`src/rtl/multi_synch_edge_if.sv`:
```
`default_nettype none
// ============================================================================
// Module      : multi_synch_edge_if
// Description : Channel bus for multi_synch_edge: async inputs, edge mode,
//               missed-clear request, and the debounced level/pulse/missed.
// Revision    : 1.0 - initial release
// ============================================================================
interface multi_synch_edge_if #(
    parameter int WIDTH = 4
);
    logic [WIDTH-1:0] in;
    logic [1:0]       mode;
    logic             clr_missed;
    logic [WIDTH-1:0] level;
    logic [WIDTH-1:0] pulse;
    logic [WIDTH-1:0] missed;

    modport master (
        output in,
        output mode,
        output clr_missed,
        input  level,
        input  pulse,
        input  missed
    );

    modport slave (
        input  in,
        input  mode,
        input  clr_missed,
        output level,
        output pulse,
        output missed
    );
endinterface
`default_nettype wire

```
`src/rtl/multi_synch_edge.sv`:
```
`default_nettype none
// ============================================================================
// Module      : multi_synch_edge
// Description : Per-channel multi-flop synchroniser, debounce filter and
//               programmable-length edge pulse with sticky retrigger flag.
// Revision    : 1.0 - initial release
// ============================================================================
module multi_synch_edge #(
    parameter int WIDTH     = 4,
    parameter int STAGES    = 2,
    parameter int FILTER    = 1,
    parameter int PULSE_LEN = 2
) (
    input  logic              clk,
    input  logic              rst,
    multi_synch_edge_if.slave bus
);
    localparam int c_FC_W = $clog2(FILTER) + 1;
    localparam int c_PC_W = $clog2(PULSE_LEN) + 1;

    localparam logic [c_FC_W-1:0] c_FC_MAX  = c_FC_W'(FILTER - 1);
    localparam logic [c_PC_W-1:0] c_PC_LOAD = c_PC_W'(PULSE_LEN - 1);
    localparam logic [c_FC_W-1:0] c_FC_ONE  = c_FC_W'(1);
    localparam logic [c_PC_W-1:0] c_PC_ONE  = c_PC_W'(1);

    localparam logic [1:0] c_MODE_RISE = 2'b00;
    localparam logic [1:0] c_MODE_FALL = 2'b01;
    localparam logic [1:0] c_MODE_BOTH = 2'b10;

    logic             w_rise_en;
    logic             w_fall_en;
    logic [WIDTH-1:0] w_level;
    logic [WIDTH-1:0] w_pulse;
    logic [WIDTH-1:0] w_missed;

    // Mode is shared by all channels; 2'b11 leaves both enables low.
    assign w_rise_en = (bus.mode == c_MODE_RISE) || (bus.mode == c_MODE_BOTH);
    assign w_fall_en = (bus.mode == c_MODE_FALL) || (bus.mode == c_MODE_BOTH);

    generate
        for (genvar i = 0; i < WIDTH; i++) begin : g_chan
            logic [STAGES-1:0] r_sync;
            logic [c_FC_W-1:0] r_fc;
            logic [c_PC_W-1:0] r_pc;
            logic              r_level;
            logic              r_pulse;
            logic              r_missed;
            logic              w_sy;
            logic              w_upd;
            logic              w_qual;

            assign w_sy   = r_sync[STAGES-1];
            assign w_upd  = (w_sy != r_level) && (r_fc == c_FC_MAX);
            assign w_qual = w_upd && (w_sy ? w_rise_en : w_fall_en);

            always_ff @(posedge clk) begin
                if (rst) begin
                    r_sync   <= '0;
                    r_fc     <= '0;
                    r_pc     <= '0;
                    r_level  <= 1'b0;
                    r_pulse  <= 1'b0;
                    r_missed <= 1'b0;
                end else begin
                    r_sync <= {r_sync[STAGES-2:0], bus.in[i]};

                    if (w_sy == r_level) begin
                        r_fc <= '0;
                    end else if (r_fc == c_FC_MAX) begin
                        r_level <= w_sy;
                        r_fc    <= '0;
                    end else begin
                        r_fc <= r_fc + c_FC_ONE;
                    end

                    // A qualifying edge always (re)loads, so a retrigger on
                    // the final pulse cycle extends without a gap.
                    if (w_qual) begin
                        r_pulse <= 1'b1;
                        r_pc    <= c_PC_LOAD;
                    end else if (r_pulse) begin
                        if (r_pc == '0) begin
                            r_pulse <= 1'b0;
                        end else begin
                            r_pc <= r_pc - c_PC_ONE;
                        end
                    end

                    if (w_qual && r_pulse) begin
                        r_missed <= 1'b1;
                    end else if (bus.clr_missed) begin
                        r_missed <= 1'b0;
                    end
                end
            end

            assign w_level[i]  = r_level;
            assign w_pulse[i]  = r_pulse;
            assign w_missed[i] = r_missed;
        end
    endgenerate

    assign bus.level  = w_level;
    assign bus.pulse  = w_pulse;
    assign bus.missed = w_missed;
endmodule
`default_nettype wire

```
`src/flat_wrapper.sv`:
```
// flat-port wrapper written by rule: the top's interface ports become plain ports
module multi_synch_edge_flat 
#(
    parameter int WIDTH     = 4,
    parameter int STAGES    = 2,
    parameter int FILTER    = 1,
    parameter int PULSE_LEN = 2
)
  (clk, rst, bus_in, bus_mode, bus_clr_missed, bus_level, bus_pulse, bus_missed);
  multi_synch_edge_if #(.WIDTH(WIDTH)) bus_i ();
  input  logic clk;
  input  logic rst;
  input wire logic [$bits(bus_i.in)-1:0] bus_in;
  input wire logic [$bits(bus_i.mode)-1:0] bus_mode;
  input wire logic [$bits(bus_i.clr_missed)-1:0] bus_clr_missed;
  output wire logic [$bits(bus_i.level)-1:0] bus_level;
  output wire logic [$bits(bus_i.pulse)-1:0] bus_pulse;
  output wire logic [$bits(bus_i.missed)-1:0] bus_missed;
  assign bus_i.in = bus_in;
  assign bus_i.mode = bus_mode;
  assign bus_i.clr_missed = bus_clr_missed;
  assign bus_level = bus_i.level;
  assign bus_pulse = bus_i.pulse;
  assign bus_missed = bus_i.missed;
  multi_synch_edge #(.WIDTH(WIDTH), .STAGES(STAGES), .FILTER(FILTER), .PULSE_LEN(PULSE_LEN)) u_core (.clk(clk), .rst(rst), .bus(bus_i));
endmodule
```
`config.mk`:
```
export PLATFORM = sky130hd
export DESIGN_NAME = multi_synch_edge_flat
export DESIGN_NICKNAME = d
export VERILOG_FILES = /design/src/rtl/multi_synch_edge_if.sv /design/src/rtl/multi_synch_edge.sv /design/src/flat_wrapper.sv
export SDC_FILE = /design/constraint.sdc
export NUM_CORES = 1
export LEC_CHECK = 0
export CORE_AREA = 10 10 63 65
export CTS_CLUSTER_DIAMETER = 30
export DETAILED_ROUTE_END_ITERATION = 6
export DIE_AREA = 0 0 73 75
export PLACE_DENSITY = 0.83
export SLEW_MARGIN = 40
export SYNTH_ARGS = -nofsm -noshare
export SYNTH_HDL_FRONTEND = slang
export SYNTH_SLANG_ARGS = --single-unit
export TNS_END_PERCENT = 1
```
`constraint.sdc`:
```
create_clock -name clk -period 3.4 [get_ports clk]
set_clock_uncertainty 0.1 [all_clocks]
set_input_delay 0.34 -clock clk [delete_from_list [all_inputs] [get_ports clk]]
set_output_delay 0.34 -clock clk [all_outputs]
set_load 0.01 [all_outputs]
```
# Word-level counts from Yosys, hierarchy flattened
# Index checks and enable logic that the tools add are counted.
op_classes:
  n_addsub: 8
  n_eq_ne: 14
  mux: 33
  bitwise: 12
  reduce_logical: 47
ops:
  columns: ["operator", "n"]
  rows:
  - ["1-bit 2-to-1 mux", 33]
  - ["2-bit AND reduction", 12]
  - ["2-bit nonzero test", 8]
  - ["1-bit logical AND", 12]
  - ["1-bit inverter", 12]
  - ["3-bit OR reduction", 4]
  - ["2-bit zero test", 5]
  - ["2-bit by 1-bit inequality test with 1-bit output, second input constant", 4]
  - ["2-bit OR reduction", 4]
  - ["2-bit by 1-bit subtractor with 2-bit output, second input constant", 4]
  - ["1-bit adder, second input constant", 4]
  - ["1-bit == test", 4]
  - ["1-bit inequality test", 4]
  - ["2-bit by 1-bit == test with 1-bit output, second input constant", 1]
  - ["2-bit == test, second input constant", 1]
  - ["1-bit logical OR", 2]
totals:
  ff_bits: 32
  inputBits: 9
  wordCells: 142

# Logic depth before layout (Yosys ltp)
# Gate-level depths: netlist of the first run.
depth:
  word_depth: 6
  depth_mapped: 5
  mapped_depth_nobuf: 5

# Least setup slack after synthesis of the first run
# No wires, ideal clock.
synth_timing:
  path_type: "input to register"
  start: "input port bus_mode[0]"
  end: "register u_core.g_chan[0].r_pulse"
  arrival_time_ps: 1152
  path_slack_ps: 2029
  cell_stages: 4
  path_buffers: 0
  path_cell_list: "inv_1 -> ha_1 -> and4bb_1 -> o31a_1"
synth_via:
  elab_chain_cells: 5
synth_rtl:
  columns: ["item", "line", "rtl"]
  rows:
  - ["from (decl)", "flat_wrapper.sv:14", "input wire logic [$bits(bus_i.mode)-1:0] bus_mode;"]
  - ["2-bit by 1-bit == test with 1-bit output, or another cell as far along", "multi_synch_edge.sv:38", "assign w_fall_en = (bus.mode == c_MODE_FALL) || (bus.mode == c_MODE_BOTH);"]
  - ["1-bit logical OR, on equally long branches", "multi_synch_edge.sv:38, multi_synch_edge.sv:37", null]
  - ["1-bit 2-to-1 mux (*)", "multi_synch_edge.sv:54", "assign w_qual = w_upd && (w_sy ? w_rise_en : w_fall_en);"]
  - ["1-bit logical AND (*)", "multi_synch_edge.sv:54", null]
  - ["1-bit 2-to-1 mux (*)", "multi_synch_edge.sv:78", "if (w_qual) begin"]
  - ["to (signal assigned)", "multi_synch_edge.sv:62", "r_pulse <= 1'b0;"]
  - ["to (signal assigned)", "multi_synch_edge.sv:79", "r_pulse <= 1'b1;"]
  - ["to (signal assigned)", "multi_synch_edge.sv:83", "r_pulse <= 1'b0;"]
  - ["to (decl)", "multi_synch_edge.sv:46", "logic r_pulse;"]
# Every way passes the cells marked *; elsewhere a longest branch is shown, timed or not.
# A chain may end at the register's enable or synchronous reset.

# Final worst setup path of the first run
layout_timing:
  start: "register u_core.g_chan[0].r_level"
  end: "output port bus_level[0]"
layout_lines:
  columns: ["item", "line", "rtl"]
  rows:
  - ["from (decl)", "multi_synch_edge.sv:45", "logic r_level;"]
  - ["from (signal assigned)", "multi_synch_edge.sv:70", "r_level <= w_sy;"]
  - ["to (decl)", "flat_wrapper.sv:16", "output wire logic [$bits(bus_i.level)-1:0] bus_level;"]
# No word-level cell between the ends.

==> results.txt, run 1 <==
- The flow ran to the end, and the final reports show no timing, DRC or antenna violations.
- The cell sitting at the root of the clock tree is a sky130_fd_sc_hd__clkbuf_4.
* Total Power: 0.6656 mW
* Fin. max-slew vios: 0
* Worst-margin pin slew: 0.7682 ns
- After synthesis the netlist holds a flip-flop and latch count of 32.
- Of the total power, the share spent switching nets is 0.2285.
- In this run the static leakage power is a little under 0.7 nW.
- Cell count after synthesis: around 140
* Number of unique standard cell types used by synthesis: 35
- H-tree Lvls: 2
- The pre-antenna-repair detailed-routing pass consisted of 4 iterations.
* Critical Path, Cell by Cell: clkdlybuf4s50_1
- The die is 75 µm tall.
- Cell with the biggest individual delay on the critical path: sky130_fd_sc_hd__clkdlybuf4s50_1
- In the finished design, the share of the clock period the worst path needs comes to 0.5241.
- Across the run, the number of max-cap violations was 0.
- The total overflow left after global routing is 0.
- The die is 73 µm wide.
- Cell taking the most area after synthesis: sky130_fd_sc_hd__dfxtp_1
- CTS Hold Bufs: 0
- Post-layout util: 0.6080
- P per Cell Area: a little over 400 mW/mm²
- The synthesized design contains 0 enable-type register cells.
- The filler cells instantiated in the layout total 249.
- For this design the total switching power over the nets is roughly 0.15 mW.
* Cell types with the largest area share after synthesis: sky130_fd_sc_hd__dfxtp_1 (44%), sky130_fd_sc_hd__buf_4 (6.2%), sky130_fd_sc_hd__ha_1 (5.2%), sky130_fd_sc_hd__mux2i_1 (4.2%), sky130_fd_sc_hd__nor2b_1 (3.9%)
- Combinational group share of total power: 0.076
- Of the synthesized area, sequential elements account for 0.4441.
* CP startpoint kind: flop
- Counting along the longest clock path gives a buffer depth of 2.
* Share of flip-flops with an asynchronous set or reset: 0
- In the final timing run, aggregate negative setup slack is 0 ns.
* Footprint of the flip-flops and latches: 640.6 µm²
- Post-synthesis instance area: 0.001443 mm²
- Fraction of layout cells with a size suffix above 1: 0.08750
* Min setup slack post-route: 1.618 ns
- Setup violations remaining at the end of the flow were counted as 0.
- The worst setup path is of the flop to output port kind.
* WL final: 2.596 mm
- The count of nets left with antenna violations once routing finished came out at 0.
* RSZ-0062 raised after global routing: false
- Synth Warn #: 0
- Data arrival at the endpoint of the critical path: 1.34 ns
* Combined global-route utilization of all metal layers: 0.1099
- Final worst path period need: 1.782 ns
- In this run the post-CTS setup repair buffer count came out at 0.
- Vias per std cell: 5.220
- The die covers 0.005475 mm².
* Area added between synthesis and finish: 14.22%
* Kind of end point of the critical path: output port
* Nets@finish: 174
* TritonCTS clock tree: done
* Top cell family by delay on the critical path: buffers and inverters
- HPWL reported at the end of detailed placement: 1.889 mm
- Count of buffering cells on the critical path with inverters included: 1
* Final Hold Violating Endpoints: 0
- IO Pins: 21
* Antenna diodes: 0
- Static timing analysis puts the maximum clock frequency at 561.2 MHz.
- The share of total power dissipated in the clock network is 0.332.
- Timing analysis after detailed placement gives a worst setup slack of 1.247 ns.
* Total CTS buffers: 5
* Detailed-route wire length per cell: 13.59 µm
- Clock slew at the register clock pins of the worst setup and hold paths: 0.09 ns
- The min-delay analysis places its worst path in the category flop to flop.
- Final weighted congestion in routability-driven placement: 0.7525
- Across all layers, the routed design uses around 1000 vias.
- Leaving out fill and tap cells, the most frequent cells in the layout are sky130_fd_sc_hd__dfxtp_1 (32), sky130_fd_sc_hd__clkdlybuf4s50_1 (20), sky130_fd_sc_hd__inv_1 (14), sky130_fd_sc_hd__nor2b_1 (9).
- Critical path required time: 2.96 ns
* Total of cells resized after clock tree synthesis: 0
- The floorplan has 19 rows.
- Clock latency on the worst-skew pair, taken at its later pin, is ~0.33 ns.
- Proportion of netlist area held by the largest area contributor: 0.4441
* Most frequent standard cell in the layout excluding fill and tap cells: sky130_fd_sc_hd__dfxtp_1
* Via count of the first global-routing pass: roughly 1.1k
- The total area inside the core boundary comes to approximately 0.0027 mm².
- Initial core utilization: 0.5323
- Pin count of the biggest net entering global routing: 23
- Buffers placed on the I/O ports in this run total 20.
- The first global-routing pass estimated approximately 4.7 mm of wire.
* Flop pwr share: 0.592
* Largest vdd supply drop: 0.3159 mV
- In this design, the stage delay of the slowest critical-path cell is between 0.5 and 0.6 ns.
- Clock tree synthesis found a total of 32 sinks.
- For this run, design rule violations remaining after detail routing come to 0.
* Largest driver fanout on the critical path: 6
- The initial antenna violation count is 0.
- Max-slew headroom at the worst pin: 0.4863
- The most used flip-flop cell after synthesis is sky130_fd_sc_hd__dfxtp_1.
- Internal portion of total power: 0.5135 mW
* Starting DRT DRC Count: 30
* Area occupied by multi-input gates: between 600 and 700 µm²
- Averaged over all synthesized cells, the footprint is 10.02 µm².
metrics by stage:
stage	hold slack (ns)	cell area [µm²]	instances
after floorplan	0.3138	1454	147
after detailed placement	0.3227	1589	183
final	0.3428	1648	191
after global placement	0.3201	1589	183
after CTS	0.3436	1648	191
after global routing	0.3634	1648	191
synthesized netlist by cell type, types with 4 or more instances:
cell type / count
sky130_fd_sc_hd__o21ai_1: 5
sky130_fd_sc_hd__xnor2_1: 4
sky130_fd_sc_hd__nand3b_1: 6
sky130_fd_sc_hd__nor2b_1: 9
sky130_fd_sc_hd__ha_1: 6
sky130_fd_sc_hd__buf_4: 12
sky130_fd_sc_hd__nor2_1: 6
sky130_fd_sc_hd__inv_1: 14
sky130_fd_sc_hd__dfxtp_1: 32
sky130_fd_sc_hd__o31a_1: 4
sky130_fd_sc_hd__mux2i_1: 6
sky130_fd_sc_hd__nor3_1: 4
sequential cells by signal, indices dropped and copies added, names as in the netlist:
register,flops
u_core.g_chan.r_pulse,4
u_core.g_chan.r_missed,4
u_core.g_chan.r_fc,4
u_core.g_chan.r_level,4
u_core.g_chan.r_sync,8
u_core.g_chan.r_pc,8
cell type report:
| class | instances | share of cell area |
|---|---|---|
| clock buffer | 8 | 0.03569 |
| inverter | 16 | 0.03645 |
| timing repair buffer | 20 | 0.1215 |
| sequential | 32 | 0.3888 |
| multi-input combinational | 84 | 0.3941 |
| tap | 31 | 0.02354 |
metal layers:
| metal | routed length, µm | track usage |
|---|---|---|
| met1 | 1098 | 0.1089 |
| met2 | 1220 | 0.1805 |
| met3 | 189 | 0.04599 |
| met4 | 87 | 0.08439 |
| met5 | 0 | 0 |
power groups by stage:
stage / combinational, mW / clock (mW) / sequential [mW]
6_report: 0.0507 / 0.221 / 0.394
5_1_grt: 0.0570 / 0.242 / 0.396
4_1_cts: 0.0514 / 0.229 / 0.394
3_5_place_dp: 0.0509 / 0 / 0.403
3_3_place_gp: 0.0493 / 0 / 0.402
2_1_floorplan: 0.0340 / 0 / 0.401
final timing paths:
check / cells past startpoint / from / endpoint / slack [ns]
worst min register to register: 1 / u_core.g_chan[0].r_sync[0] / u_core.g_chan[0].r_sync[1] / 0.34
worst max-delay path: 1 / u_core.g_chan[0].r_level / bus_level[0] / 1.62
worst max register to register: 5 / u_core.g_chan[3].r_pc[0] / u_core.g_chan[3].r_pc[1] / 2.03
worst min-delay path: 1 / u_core.g_chan[0].r_sync[0] / u_core.g_chan[0].r_sync[1] / 0.34
kinds of logic after synthesis:
kind of cell	after synthesis	synth area share
muxes	6	0.04163
adders and majority gates	6	0.05204
xor gates and xnor gates	4	0.02428
DFF	32	0.4441
buffers and inverters	31	0.1136
and+or+nand+nor	38	0.1752
AOI/OAI and AO/OA	26	0.1466
other	1	0.002599
(Power assumes the default switching activity.)
==> run 2, diff against run 1 <==
Settings changed: CORE_AREA 10 10 63 65 to 10 10 64 66, DIE_AREA 0 0 73 75 to 0 0 74 76, PLACE_DENSITY 0.83 to 0.81.
Clock period 3.4 ns to 1.8 ns, I/O delays scaled along.
==> run 2 against run 1 <==
  * Sequential power up 89%
  * Hold slack worse by 0.054 ns
  * Critical path depth unchanged
  * Largest cell class unchanged
  * Total power increased by 83%
  * Sequential cell count unchanged
  * Global-route usage fell by 1.1 points
  * Via count grew 2.0%
  * Combinational power increased by 99%
  * Register-to-register slack worse by 1.6 ns
==> results.txt, run 2 (synthesis gave the netlist of run 1 again) <==
- The cell count after placement is 187 (+2.2%).
- The worst setup path is launched from a flop.
* Antenna violations before repair: 0 (unchanged)
- Result of the run: complete, no violations
- Largest vdd supply drop: 0.5327 mV (+69%)
- The die width came to 74 µm (+1.4%).
* Top cell family by delay on the critical path: buffers and inverters
- The maximum single-stage delay on the critical path was 0.58 ns (about the same).
* Final worst path period need: about 1.6 ns
* First-pass GRT wire length: 4.457 mm (-4.3%)
* Initial core utilization: 0.4927 (-0.03958)
* Starting DRT DRC Count: 42 (+40%)
- Via count of the first global-routing pass: 1029 (-4.8%)
- WL final: 2.644 mm (+1.8%)
- The number of I/O pins was 21 (unchanged).
- Standard-cell rows: 20 (+1)
* Critical path required time: 1.52 ns (-1.44 ns)
* Kind of end point of the critical path: output port
- Number of nets still failing antenna checks after routing: 0 (unchanged)
- The total die area is 0.005624 mm² (+2.7%).
- Vias per std cell: 5.242 (+0.43%)
- Tightest Hold Check Type: input pin to flop
- The final count of pins violating max slew came to 0 (unchanged).
- The post-route non-filler standard cell count came to 194 (+1.6%).
* Combined global-route utilization of all metal layers: 0.09882 (-0.01109)
- The number of cells upsized or downsized after cts is 0 (unchanged).
- Clock slew at the register clock pins of the worst setup and hold paths: 0.09 ns (about the same)
* Cell with the biggest individual delay on the critical path: sky130_fd_sc_hd__clkdlybuf4s50_1
- Min setup slack post-route: 0.1761 ns (-1.442 ns)
- The post-placement setup slack was -0.02132 ns (-1.268 ns).
- CTS Hold Bufs: 0 (unchanged)
* Most frequent standard cell in the layout excluding fill and tap cells: sky130_fd_sc_hd__dfxtp_1
- Final Hold Violating Endpoints: 0 (unchanged)
* Worst hold path stage count: 2 (+1)
* Clk Tree Root Cell: sky130_fd_sc_hd__clkbuf_4
- The residual overflow from global routing came to 0 (unchanged).
- Final setup viols: 0 (unchanged)
- The setup total negative slack came to 0 ns (unchanged).
- The number of search-and-repair iterations in the first detailed-routing pass came to 4 (unchanged).
- Worst reg-to-reg path cell count: 5 (unchanged)
- HPWL reported at the end of detailed placement: 2.005 mm (+6.1%)
* Number of cells on the critical path: 1 (unchanged)
* Leading registers by flop count: u_core.g_chan.r_pc (8), u_core.g_chan.r_sync (8)
- # Max-Cap Violations: 0 (unchanged)
- The area growth from synthesis to layout is 14.57%.
* Final critical-path share of the clock period: 0.9022
- Fmax achieved: approximately 600 MHz
- Detailed-route via count: 1017 (+2.0%)
* Pin count of the biggest net entering global routing: 16 (-30%)
- The clock latency at the later pin of the worst-skew pair is 0.33 ns (about the same).
* Static leakage: 0.6858 nW (+0.76%)
- The total clock sinks was 32 (unchanged).
- TritonCTS clock tree: done
- The number of nets in the final layout was 176 (+1.1%).
- Final routed DRC violation total: 0 (unchanged)
* Detailed-route wire length per cell: 13.63 µm (+0.27%)
- The power density over the cells was 735.2 mW/mm² (+82%).
* Smallest hold slack: 0.2893 ns (-0.05356 ns)
- The routability-driven placement congestion ratio came to 0.7113 (-5.5%).
- Buffers inserted by post-CTS timing repair: 0 (unchanged)
- In the layout the commonest cells are sky130_fd_sc_hd__dfxtp_1 (32), sky130_fd_sc_hd__clkdlybuf4s50_1 (20), sky130_fd_sc_hd__inv_1 (14), sky130_fd_sc_hd__nor2b_1 (9).
- RSZ-0062 raised after global routing: false
- The TritonCTS buffer count was 5 (unchanged).
- The area of the placeable core is 0.002928 mm² (+8.0%).
- The worst path buffer plus inverter count was 1 (unchanged).
- The critical path data arrival time was 1.34 ns (about the same).
- The overall die height came to 76 µm (+1.3%).
- Traced cell by cell, the critical path runs through clkdlybuf4s50_1.
* Fraction of layout cells with a size suffix above 1: 0.09938 (+0.01188)
- The total power came to 1.215 mW (+83%).
- The count of port buffers added during placement is 20 (unchanged).
- Maximum clock insertion buffer count: 2 (unchanged)
- Largest driver fanout on the critical path: 5 (-1)
* H-tree Lvls: 2 (unchanged)
* Critical path class: flop to output port
* Antenna diodes: 0 (unchanged)
[run 2: changes by cell type in the layout (fill, tap and decap cells not counted)]
cell,before,now
sky130_fd_sc_hd__buf_4,0,2
sky130_fd_sc_hd__clkbuf_1,2,1
sky130_fd_sc_hd__clkinv_2,0,1
sky130_fd_sc_hd__clkbuf_8,1,0
[run 2: through the flow]
stage                 util  cell area (µm²)
floorplan                -             1454
global placement    0.5487             1607
detailed placement  0.5487             1607
CTS                 0.5645             1653
global route        0.5645             1653
finish              0.5645             1653
[run 2: path summary, 6_finish.rpt]
| path | startpoint | endpoint | slack, ns |
|---|---|---|---|
| setup / recovery | u_core.g_chan[3].r_level | bus_level[3] | 0.18 |
| hold / removal | bus_in[0] | u_core.g_chan[0].r_sync[0] | 0.29 |
| setup reg to reg | u_core.g_chan[1].r_pc[0] | u_core.g_chan[1].r_pc[1] | 0.43 |
| hold reg to reg | u_core.g_chan[2].r_sync[0] | u_core.g_chan[2].r_sync[1] | 0.34 |
[run 2: area by class of cell]
type / count / area, µm²
clock buffers: 6 / 41.29
clock inverters: 1 / 5.005
fillers: 258 / 1275
inverters: 16 / 60.06
multi-input cells: 84 / 649.4
flip-flops and latches: 32 / 640.6
well taps: 33 / 41.29
repair buffers: 22 / 215.2
[run 2: metal layers]
layer  global-route usage  vias to the layer above  wire (µm)
met5                    0                        -          0
met4              0.06157                        0         65
met3              0.04036                        7        179
met2               0.1468                       23       1256
met1               0.1128                      477       1142
li1                     -                      510          -
[run 2: where the power goes]
group	internal (mW)	switching [mW]	leakage, nW
registers	0.727	0.0169	0.262
clock network	0.143	0.226	0.0281
logic	0.0530	0.0479	0.396
==> run 3, diff against run 2 <==
Settings changed: CAP_MARGIN set to 20, CORE_AREA 10 10 64 66 to 10 10 65 67, DIE_AREA 0 0 74 76 to 0 0 75 77, PLACE_DENSITY 0.81 to 0.79.
==> run 3 against run 2 <==
  * Cell count up 0.52%
  * Via count shrank 0.20%
  * Total power up 4.9%
  * Sequential share of layout area shrank 0.35 points
  * Global-route usage is 0.46 points higher
  * Register-to-register slack hardly changed
  * Routed wire length increased by 0.49%
  * Clock-buffer cell count is the same
  * Final area increased by 0.91%
  * Critical path depth did not move
  * Critical path type unchanged
  * Critical endpoint unchanged
  * Highest routed layer unchanged
==> results.txt, run 3 (synthesis gave the netlist of run 1 again) <==
- The first-iteration detailed-routing DRC count came to 24 (-43%).
- The average routed wire per standard cell was 13.63 µm (about the same).
* Cell with the biggest individual delay on the critical path: sky130_fd_sc_hd__clkdlybuf4s50_1
- Total Power: 1.274 mW (+4.9%)
* Area added between synthesis and finish: 15.61%
- The number of global-route vias before repair came to 1046 (+1.7%).
- # Max-Cap Violations: 0 (unchanged)
- The final count of negative-setup-slack endpoints is 0 (unchanged).
* CP startpoint kind: flop
* Data arrival at the endpoint of the critical path: 1.35 ns (about the same)
- WL final: 2.657 mm (+0.49%)
- The final critical-path required period is 1.635 ns (+0.01077 ns).
* DP Area: 0.001607 mm² (unchanged)
- DRT Pass-1 Iters: 4 (unchanged)
- The worst setup path is of the flop to output port kind.
- The final worst hold slack is 0.2865 ns (-0.002754 ns).
- The total global-route track usage came to 0.1034 (+0.004558).
- Number of nets still failing antenna checks after routing: 0 (unchanged)
* Min setup slack post-route: 0.1654 ns (-0.01077 ns)
* First-pass GRT wire length: 4.685 mm (+5.1%)
- HPWL reported at the end of detailed placement: 2.015 mm (+0.50%)
- The routability-driven placement congestion ratio is 0.7303 (+2.7%).
* Launch point of the worst reg-to-reg path: u_core.g_chan[2].r_pc[0]
- The maximum number of pins on one net before global-route repair came to 16 (unchanged).
* Standard-cell rows: 20 (unchanged)
- Total of cells resized after clock tree synthesis: 0 (unchanged)
- Tightest Hold Check Type: input pin to flop
- The worst register-to-register path ends at u_core.g_chan[2].r_pc[0].
* Crit path launch: u_core.g_chan[3].r_level
* Worst reg-to-reg path cell count: 5 (unchanged)
- The worst path buffer plus inverter count was 1 (unchanged).
* Die Ht: 77 µm (+1.3%)
- The residual overflow from global routing came to 0 (unchanged).
* Maximum clock insertion buffer count: 2 (unchanged)
* Top cell family by delay on the critical path: buffers and inverters
- The power density over the cells came to 764.1 mW/mm² (+3.9%).
- The post-detailed-route via-to-cell ratio is 5.205 (-0.71%).
- The number of I/O pins was 21 (unchanged).
* Static leakage: 0.6958 nW (+1.4%)
- Antenna violations before repair: 0 (unchanged)
- Highest-count cells in the layout ignoring fill and taps: sky130_fd_sc_hd__dfxtp_1 (32), sky130_fd_sc_hd__clkdlybuf4s50_1 (20), sky130_fd_sc_hd__inv_1 (14), sky130_fd_sc_hd__nor2b_1 (9)
* Antenna diodes: 0 (unchanged)
- Slowest stage delay, CP: 0.58 ns (about the same)
* Port buffer count: 20 (unchanged)
* Result of the run: complete, no violations
- The flop-to-flop setup slack was 0.42 ns (about the same).
* Most frequent standard cell in the layout excluding fill and tap cells: sky130_fd_sc_hd__dfxtp_1
- The data required time of the worst path is 1.52 ns (about the same).
- The clock latency at the later pin of the worst-skew pair was 0.34 ns (about the same).
- Initial core utilization: 0.4845 (-0.008281)
- Setup repair after global routing left no endpoint under its margin.
- Critical Path, Cell by Cell: clkdlybuf4s50_1
* Clock slew at the register clock pins of the worst setup and hold paths: 0.10 ns (about the same)
- Fraction of layout cells with a size suffix above 1: 0.1111 (+0.01173)
- Die ar.: 0.005775 mm² (+2.7%)
- Total CTS buffers: 5 (unchanged)
* Final critical-path share of the clock period: 0.9081 (+0.005984)
- The instance count along the most critical hold path is 2 (unchanged).
- Number of cells on the critical path: 1 (unchanged)
* H-tree Lvls: 2 (unchanged)
- The area of the placeable core was 0.002978 mm² (+1.7%).
- The count of filler cells inserted in the layout is 277 (+7.4%).
- The post-placement setup slack was -0.009872 ns (+0.01145 ns).
- STA classifies the critical path endpoint as an output port.
- The final count of pins violating max slew was 0 (unchanged).
* Clk Tree Root Cell: sky130_fd_sc_hd__clkbuf_4
- Final Hold Violating Endpoints: 0 (unchanged)
- CTS Hold Bufs: 0 (unchanged)
- Leading registers by flop count: u_core.g_chan.r_pc (8), u_core.g_chan.r_sync (8)
- Buffers inserted by post-CTS timing repair: 0 (unchanged)
* Final routed DRC violation total: 0 (unchanged)
* TritonCTS clock tree: done
* Largest driver fanout on the critical path: 5 (unchanged)
- Final instance area: 0.001668 mm² (+0.91%)
- Largest vdd supply drop: 0.5705 mV (+7.1%)
* Clock sink count: 32 (unchanged)
- Fmax achieved: 611.8 MHz (-0.66%)
- Detailed-route via count: 1015 (-0.20%)
- Nets@finish: 176 (unchanged)
* Critical path destination: bus_level[3]
* Chip Width: 75 µm (+1.4%)
[run 3: cell types whose count changed in the layout (fill, tap and decap cells not counted)]
cell and change:
sky130_fd_sc_hd__clkbuf_1 -1, sky130_fd_sc_hd__clkinv_2 +1, sky130_fd_sc_hd__clkbuf_8 +1
[run 3: how the worst min path moves through the flow]
stage | start | endpoint | slack [ns]
2_1_floorplan | bus_clr_missed | u_core.g_chan[1].r_missed | 0.20
3_3_place_gp | u_core.g_chan[1].r_sync[0] | u_core.g_chan[1].r_sync[1] | 0.32
3_5_place_dp | u_core.g_chan[2].r_sync[0] | u_core.g_chan[2].r_sync[1] | 0.32
4_1_cts | bus_in[2] | u_core.g_chan[2].r_sync[0] | 0.28
5_1_grt | bus_in[2] | u_core.g_chan[2].r_sync[0] | 0.27
6_report | bus_in[2] | u_core.g_chan[2].r_sync[0] | 0.29
[run 3: cell type report]
class / count / area (µm²) / area share
clock buffers: 6 / 51.30 / 0.03076
clock inverters: 2 / 10.01 / 0.006001
multi-input cells: 84 / 649.4 / 0.3893
inverters: 16 / 60.06 / 0.03601
repair buffers: 22 / 215.2 / 0.1290
well taps: 33 / 41.29 / 0.02476
flip-flops and latches: 32 / 640.6 / 0.3841
[run 3: worst reg2reg max path: stages (launching register included)]
cell and delay [ns]:
sky130_fd_sc_hd__dfxtp_1 0.31, sky130_fd_sc_hd__inv_1 0.08, sky130_fd_sc_hd__ha_1 0.18, sky130_fd_sc_hd__and2b_2 0.25, sky130_fd_sc_hd__xnor2_1 0.14, sky130_fd_sc_hd__a22o_1 0.23
[run 3: per-layer routing]
layer  wire, µm  vias up  track usage
met2       1269       24       0.1639
met3        195        7      0.04891
met5          0        -            0
met4         49        0      0.04545
met1       1143      475       0.1128
li1           -      509            -
[run 3: through the flow]
stage	util	instances	setup TNS, ns
after CTS	0.5601	195	0
after detailed placement	0.5395	187	-0.009872
after global routing	0.5601	195	0
after global placement	0.5395	187	0
final	0.5601	195	0
after floorplan	-	147	0
[run 3: where the power goes]
part | total, mW | leakage (nW) | switching, mW | internal [mW]
Combinational | 0.101 | 0.396 | 0.0476 | 0.0530
Clock | 0.430 | 0.0380 | 0.244 | 0.185
Sequential | 0.744 | 0.262 | 0.0164 | 0.728
Total | 1.27 | 0.696 | 0.308 | 0.966
